**src/rtl/gray_pkg.sv**
```systemverilog
// gray_pkg: shared types and constants for the Gray-code position tracker.
//   - gray_state_e : tracker FSM states
//   - DEF_WIDTH / DEF_STABLE_CYCLES : default parameter values
//   - ERR_CNT_W / POS_W / RUN_W : widths of the error counter, position
//     accumulator and stability run counter
//   - popcount() : set-bit count, used for the Hamming distance of a step
package gray_pkg;

   localparam int DEF_WIDTH         = 10;
   localparam int DEF_STABLE_CYCLES = 4;
   localparam int ERR_CNT_W         = 8;
   localparam int POS_W             = 16;
   localparam int RUN_W             = 4;

   typedef enum logic {
      ST_UNLOCKED = 1'b0,
      ST_TRACKING = 1'b1
   } gray_state_e;

   // Callers zero-extend their vector to 32 bits; codes wider than 32 bits
   // are not supported by this helper.
   function automatic logic [5:0] popcount(input logic [31:0] v);
      logic [5:0] c;
      c = '0;
      for (int i = 0; i < 32; i++) begin
         c = c + 6'(v[i]);
      end
      return c;
   endfunction

endpackage

```
**src/rtl/gray_decoder.sv**
```systemverilog
// gray_decoder: combinational Gray-to-binary conversion.
//   Each binary bit is the XOR of all Gray bits at and above its position
//   (prefix XOR from the MSB down).
// Ports:
//   gray_i [WIDTH-1:0] in  : Gray-coded value
//   bin_o  [WIDTH-1:0] out : binary equivalent
module gray_decoder #(
   parameter int WIDTH = 10
) (
   input  logic [WIDTH-1:0] gray_i,
   output logic [WIDTH-1:0] bin_o
);

   always_comb begin
      bin_o = '0;
      for (int i = 0; i < WIDTH; i++) begin
         bin_o[i] = ^(gray_i >> i);
      end
   end

endmodule

```
**src/rtl/gray_tracker.sv**
```systemverilog
// gray_tracker: synchronizes an asynchronous Gray-coded bus, filters it for
// stability, and tracks accepted codes: binary value, step direction,
// illegal-step detection/count and (optionally) a signed position.
//
// Optional feature: define GRAY_TRACKER_POS_EN to build the position
// accumulator; otherwise pos is tied to zero.
//
// Ports:
//   clk       in   sole clock, rising edge
//   rst_n     in   asynchronous active-low reset
//   gray_in   in   asynchronous Gray-coded bus [WIDTH-1:0]
//   clr       in   synchronous clear of lock, error count and position
//   bin       out  binary value of the last accepted code [WIDTH-1:0]
//   valid     out  one-cycle pulse when a new code is accepted
//   dir       out  direction of last legal step (1 = up, 0 = down)
//   step_err  out  one-cycle pulse with valid on an illegal step
//   err_cnt   out  saturating illegal-step count [7:0]
//   locked    out  high once a first code has been accepted
//   pos       out  signed position accumulator [15:0]
//   dbg_state out  current FSM state
//
// Handshake: valid is a pure output strobe (no ready); bin/dir/step_err are
// meaningful in the cycle valid is high and bin/dir hold afterwards.
module gray_tracker
   import gray_pkg::*;
#(
   parameter int WIDTH         = DEF_WIDTH,
   parameter int STABLE_CYCLES = DEF_STABLE_CYCLES
) (
   input  logic                    clk,
   input  logic                    rst_n,
   input  logic [WIDTH-1:0]        gray_in,
   input  logic                    clr,
   output logic [WIDTH-1:0]        bin,
   output logic                    valid,
   output logic                    dir,
   output logic                    step_err,
   output logic [ERR_CNT_W-1:0]    err_cnt,
   output logic                    locked,
   output logic signed [POS_W-1:0] pos,
   output gray_state_e             dbg_state
);

   localparam logic [RUN_W-1:0] RUN_SAT = RUN_W'(STABLE_CYCLES);
   localparam logic [RUN_W-1:0] RUN_ACC = RUN_W'(STABLE_CYCLES - 1);

   // synchronizer and stability filter
   logic [WIDTH-1:0] s1_q, s1_d, s2_q, s2_d;
   logic [1:0]       sync_vld_q, sync_vld_d;
   logic [WIDTH-1:0] cand_q, cand_d;
   logic             cand_vld_q, cand_vld_d;
   logic [RUN_W-1:0] run_q, run_d;

   // tracking state
   gray_state_e          state_q, state_d;
   logic [WIDTH-1:0]     acc_q, acc_d;
   logic [WIDTH-1:0]     bin_q, bin_d;
   logic                 dir_q, dir_d;
   logic                 valid_q, valid_d;
   logic                 step_err_q, step_err_d;
   logic [ERR_CNT_W-1:0] err_cnt_q, err_cnt_d;

   logic [WIDTH-1:0] cand_bin;
   logic [5:0]       hd;
   logic             is_legal;
   logic             is_up;
   logic             accept;

   gray_decoder #(.WIDTH(WIDTH)) u_dec (
      .gray_i (cand_q),
      .bin_o  (cand_bin)
   );

   // sync_vld marks s2 as holding a real sample rather than its reset value,
   // so that the first candidate after reset is loaded from live data and
   // needs the full STABLE_CYCLES run.
   always_comb begin
      s1_d       = gray_in;
      s2_d       = s1_q;
      sync_vld_d = {sync_vld_q[0], 1'b1};
      cand_d     = cand_q;
      cand_vld_d = cand_vld_q;
      run_d      = run_q;
      if (sync_vld_q[1]) begin
         if (!cand_vld_q || (s2_q != cand_q)) begin
            cand_d     = s2_q;
            cand_vld_d = 1'b1;
            run_d      = '0;
         end else if (run_q < RUN_SAT) begin
            run_d = run_q + RUN_W'(1);
         end
      end
   end

   // Fires exactly once per candidate: the run passes RUN_ACC only once.
   assign accept = cand_vld_q && (s2_q == cand_q) && (run_q == RUN_ACC) &&
                   ((cand_q != acc_q) || (state_q == ST_UNLOCKED));

   assign hd       = popcount(32'(cand_q ^ acc_q));
   assign is_legal = (hd == 6'd1);
   assign is_up    = (cand_bin == (bin_q + WIDTH'(1)));

   always_comb begin
      state_d    = state_q;
      acc_d      = acc_q;
      bin_d      = bin_q;
      dir_d      = dir_q;
      valid_d    = 1'b0;
      step_err_d = 1'b0;
      err_cnt_d  = err_cnt_q;
      if (clr) begin
         // a coincident accept is dropped; bin and dir keep their values
         state_d   = ST_UNLOCKED;
         err_cnt_d = '0;
      end else if (accept) begin
         valid_d = 1'b1;
         acc_d   = cand_q;
         bin_d   = cand_bin;
         state_d = ST_TRACKING;
         if (state_q == ST_TRACKING) begin
            if (is_legal) begin
               dir_d = is_up;
            end else begin
               // bin still follows the new code to resynchronize
               step_err_d = 1'b1;
               if (err_cnt_q != '1) begin
                  err_cnt_d = err_cnt_q + ERR_CNT_W'(1);
               end
            end
         end
      end
   end

   always_ff @(posedge clk or negedge rst_n) begin
      if (!rst_n) begin
         s1_q       <= '0;
         s2_q       <= '0;
         sync_vld_q <= '0;
         cand_q     <= '0;
         cand_vld_q <= 1'b0;
         run_q      <= '0;
         state_q    <= ST_UNLOCKED;
         acc_q      <= '0;
         bin_q      <= '0;
         dir_q      <= 1'b1;
         valid_q    <= 1'b0;
         step_err_q <= 1'b0;
         err_cnt_q  <= '0;
      end else begin
         s1_q       <= s1_d;
         s2_q       <= s2_d;
         sync_vld_q <= sync_vld_d;
         cand_q     <= cand_d;
         cand_vld_q <= cand_vld_d;
         run_q      <= run_d;
         state_q    <= state_d;
         acc_q      <= acc_d;
         bin_q      <= bin_d;
         dir_q      <= dir_d;
         valid_q    <= valid_d;
         step_err_q <= step_err_d;
         err_cnt_q  <= err_cnt_d;
      end
   end

`ifdef GRAY_TRACKER_POS_EN
   logic [POS_W-1:0] pos_q, pos_d;
   logic             track_step;

   // only legal steps taken while already tracking move the position
   assign track_step = accept && !clr && (state_q == ST_TRACKING);

   always_comb begin
      pos_d = pos_q;
      if (clr) begin
         pos_d = '0;
      end else if (track_step && is_legal) begin
         pos_d = is_up ? (pos_q + POS_W'(1)) : (pos_q - POS_W'(1));
      end
   end

   always_ff @(posedge clk or negedge rst_n) begin
      if (!rst_n) begin
         pos_q <= '0;
      end else begin
         pos_q <= pos_d;
      end
   end

   assign pos = pos_q;
`else
   assign pos = '0;
`endif

   assign bin       = bin_q;
   assign valid     = valid_q;
   assign dir       = dir_q;
   assign step_err  = step_err_q;
   assign err_cnt   = err_cnt_q;
   assign locked    = (state_q == ST_TRACKING);
   assign dbg_state = state_q;

endmodule

```
**config.mk**
```make
export PLATFORM = sky130hd
export DESIGN_NAME = gray_tracker
export DESIGN_NICKNAME = d
export VERILOG_FILES = /design/src/rtl/gray_pkg.sv /design/src/rtl/gray_decoder.sv /design/src/rtl/gray_tracker.sv
export SDC_FILE = /design/constraint.sdc
export NUM_CORES = 1
export LEC_CHECK = 0
export CAP_MARGIN = 10
export CORE_UTILIZATION = 50
export DETAILED_ROUTE_END_ITERATION = 8
export GPL_TIMING_DRIVEN = 0
export HOLD_SLACK_MARGIN = 0.06
export PLACE_DENSITY = 0.76
export SYNTH_ARGS = -nofsm -noshare
export SYNTH_HDL_FRONTEND = slang
export SYNTH_SLANG_ARGS = --single-unit
export TNS_END_PERCENT = 30
```
**constraint.sdc**
```tcl
create_clock -name clk -period 11.7 [get_ports clk]
set_clock_uncertainty 0.15 [all_clocks]
set_input_delay 1.17 -clock clk [delete_from_list [all_inputs] [get_ports clk]]
set_output_delay 1.17 -clock clk [all_outputs]
set_load 0.01 [all_outputs]
```
==> flow_metrics.tcl <==
set metrics [dict create \
    status "completed" \
    num-nets-final 398 \
    grt_usage_pct 18.4 \
    maxSlewViolCount 0 \
    wl_per_cell_um 12.7 \
    cts_resized 0 \
    crit_path_max_fanout 10 \
    r2r-end "err_cnt[7]" \
    ys.flop_type "dfrtp_1" \
    antenna_found_initial 0 \
    finalCriticalPeriod_ns 4.93 \
    numPortBuffers 35 \
    cp-start-kind "flip-flop" \
    final_cell_mix "dfrtp_1 (67), clkdlybuf4s50_1 (34), xnor2_1 (29), mux2_2 (23), buf_4 (19)" \
    coreArea_sq_um 6870 \
    max_freq_mhz 203 \
    ys_ff_latch 68 \
    insertion_delay_ns 0.34 \
    endpoint "err_cnt[7]" \
    grt_pass1_vias 2334 \
    worst_pin_slew_ns 0.831 \
    period_share_pct 42.2 \
    area_growth_pct 20.9 \
    cts_tree "built" \
    async_flop_share_pct 100 \
    leakage_nw 1.90 \
    setup_viol 0 \
    setup.worst_path.start "cand_q[9]" \
    rsz0062_at_grt "no" \
    arrival_ns 5.05 \
    avgSynthCellArea_sq_um 11.5 \
    reg2regPathDepth 17 \
    final_hold_viol_count 0 \
    holdWs_ns 0.199 \
    ys_types 48 \
    ys_seq_area_share_pct 47.6 \
    drc_errors 0 \
    dieHeight_um 86.6 \
    multi_input_area_sq_um 1670 \
    fillerInstances 576 \
    start_util_pct 52.1 \
    crit_required_ns 11.82 \
    synth_edf_count 0 \
    reg2reg_slack_ns 6.77 \
    rows 30 \
    path_class "flip-flop to flip-flop" \
    synth_cells 312 \
    cts_setup_buffers 0 \
    die_w_um 86.6 \
    firstDrtPassIters 4 \
    dp_slack_ns 6.76 \
    drt_iter0_markers 54 \
    maxSlewHeadroom_pct 44.6 \
    vdd_drop_max_uv 83.6 \
    hp-class "flip-flop to flip-flop" \
    num_vias 2356 \
    cts_made_buffers 9 \
    num_io_pins 52 \
    syn_area_sq_um 3580 \
    worstReg2RegStart "cand_q[9]" \
    clockBufferDepth 2 \
    drv_cap 0 \
    layout-drive-gt1-share_pct 21.4 \
    setup_ws_ns 6.77 \
    cts_sinks 68 \
    place_congestion 0.795 \
    clkSlewWorstSetupHoldPaths_ns 0.08 \
    grt_max_degree 69 \
    ys_warn_count 0 \
    vias_per_cell 4.97 \
    h-tree-depth 3 \
    critPathCaptureType "flip-flop" \
    diodes 0 \
    dieArea_sq_um 7500 \
    routed_wl_mm 6.00 \
    root_buffer "clkbuf_8" \
    layout_commonest_cell "dfrtp_1" \
    p_per_area_nw_per_um2 139 \
    finalSetupTns_ns 0 \
    grt.overflow.total 0 \
    regArea_sq_um 1700 \
    ctsHoldBuffers 0 \
    dp_hpwl_mm 4.43 \
    ant_nets 0 \
    grt_pass1_wl_mm 10.4 \
]
==> how the worst min path moves through the flow <==
stage            start       to  slack, ns  depth (start not counted)
5_1_grt        s1_q[4]  s2_q[4]       0.21                          0
2_1_floorplan  s1_q[0]  s2_q[0]       0.18                          0
6_report       s1_q[9]  s2_q[9]       0.20                          0
3_5_place_dp   s1_q[8]  s2_q[8]       0.19                          0
3_3_place_gp   s1_q[3]  s2_q[3]       0.18                          0
4_1_cts        s1_q[8]  s2_q[8]       0.20                          0
==> state kept, by name (all words and copies together), names as in the netlist <==
register / count
valid: 1
dir: 1
acc_q: 10
run_q: 4
bin: 9
dbg_state: 1
cand_vld_q: 1
s1_q: 10
s2_q: 10
step_err: 1
sync_vld_q: 2
err_cnt: 8
cand_q: 10
==> kinds of logic after synthesis <==
group / synth area share, %
flip-flops: 47.6
adder cells (fa/ha/maj): 5.45
XOR/XNOR: 13.7
AO/OA/AOI/OAI: 6.01
multiplexers: 7.51
other: 0.210
buffers and inverters: 7.27
AND/OR/NAND/NOR: 12.3
==> cells in the mapped netlist (all sizes together) (5+ instances only) <==
master / instances / area [sq um]
clkbuf: 7 / 26.3
nand2: 18 / 67.6
inv: 11 / 41.3
buf: 27 / 193
nor4: 5 / 46.3
xnor2: 29 / 254
dfrtp: 67 / 1680
xor2: 15 / 139
a21oi: 10 / 50.1
o21ai: 14 / 70.1
ha: 6 / 75.1
nand3: 12 / 65.1
nor2: 9 / 33.8
or3: 9 / 61.3
mux2: 23 / 259
fa: 6 / 120
==> metrics by stage <==
| step | util [%] | cells | instance area, sq um | total power [mW] |
|---|---|---|---|---|
| CTS | 63.0 | 474 | 4330 | 0.609 |
| finish | 63.0 | 474 | 4330 | 0.601 |
| global placement | 59.8 | 458 | 4110 | 0.387 |
| floorplan | - | 327 | 3640 | 0.361 |
| global route | 63.0 | 474 | 4330 | 0.638 |
| detailed placement | 59.8 | 458 | 4110 | 0.394 |
==> worst max-delay path: stages, from the launching register on <==
cell	delay, ns
dfrtp_1	0.36
buf_2	0.16
xor2_1	0.31
inv_1	0.15
fa_1	0.47
fa_1	0.52
fa_1	0.42
inv_1	0.07
ha_1	0.15
inv_1	0.05
fa_1	0.37
and2_1	0.15
o211ai_1	0.30
nand3_1	0.12
or4_4	0.46
buf_6	0.16
or3_1	0.35
a21oi_1	0.14
==> report_power, final <==
part | internal [mW] | switching (mW) | total, mW
clock network | 0.121 | 0.0912 | 0.213
registers | 0.243 | 0.00458 | 0.247
logic | 0.0669 | 0.0738 | 0.141
total | 0.431 | 0.170 | 0.601
==> area by class of cell <==
| type | instances | share of cell area, % |
|---|---|---|
| buffer | 34 | 5.06 |
| clock buffer | 9 | 2.86 |
| clock inverter | 7 | 2.28 |
| inverter | 11 | 0.954 |
| multi-input combinational | 214 | 38.7 |
| sequential | 68 | 39.3 |
| tap | 96 | 2.78 |
| timing repair buffer | 35 | 8.04 |
==> layer usage <==
layer,track usage (%),share of wire (%),up-vias,routed length (um)
met5,0,0,-,0
met4,5.91,1.3,0,80
met3,5.81,4.0,8,238
met2,30.8,49,53,2940
met1,22.8,46,1141,2740
li1,-,-,1154,-
Note: power is estimated with default switching activity, not from simulation.
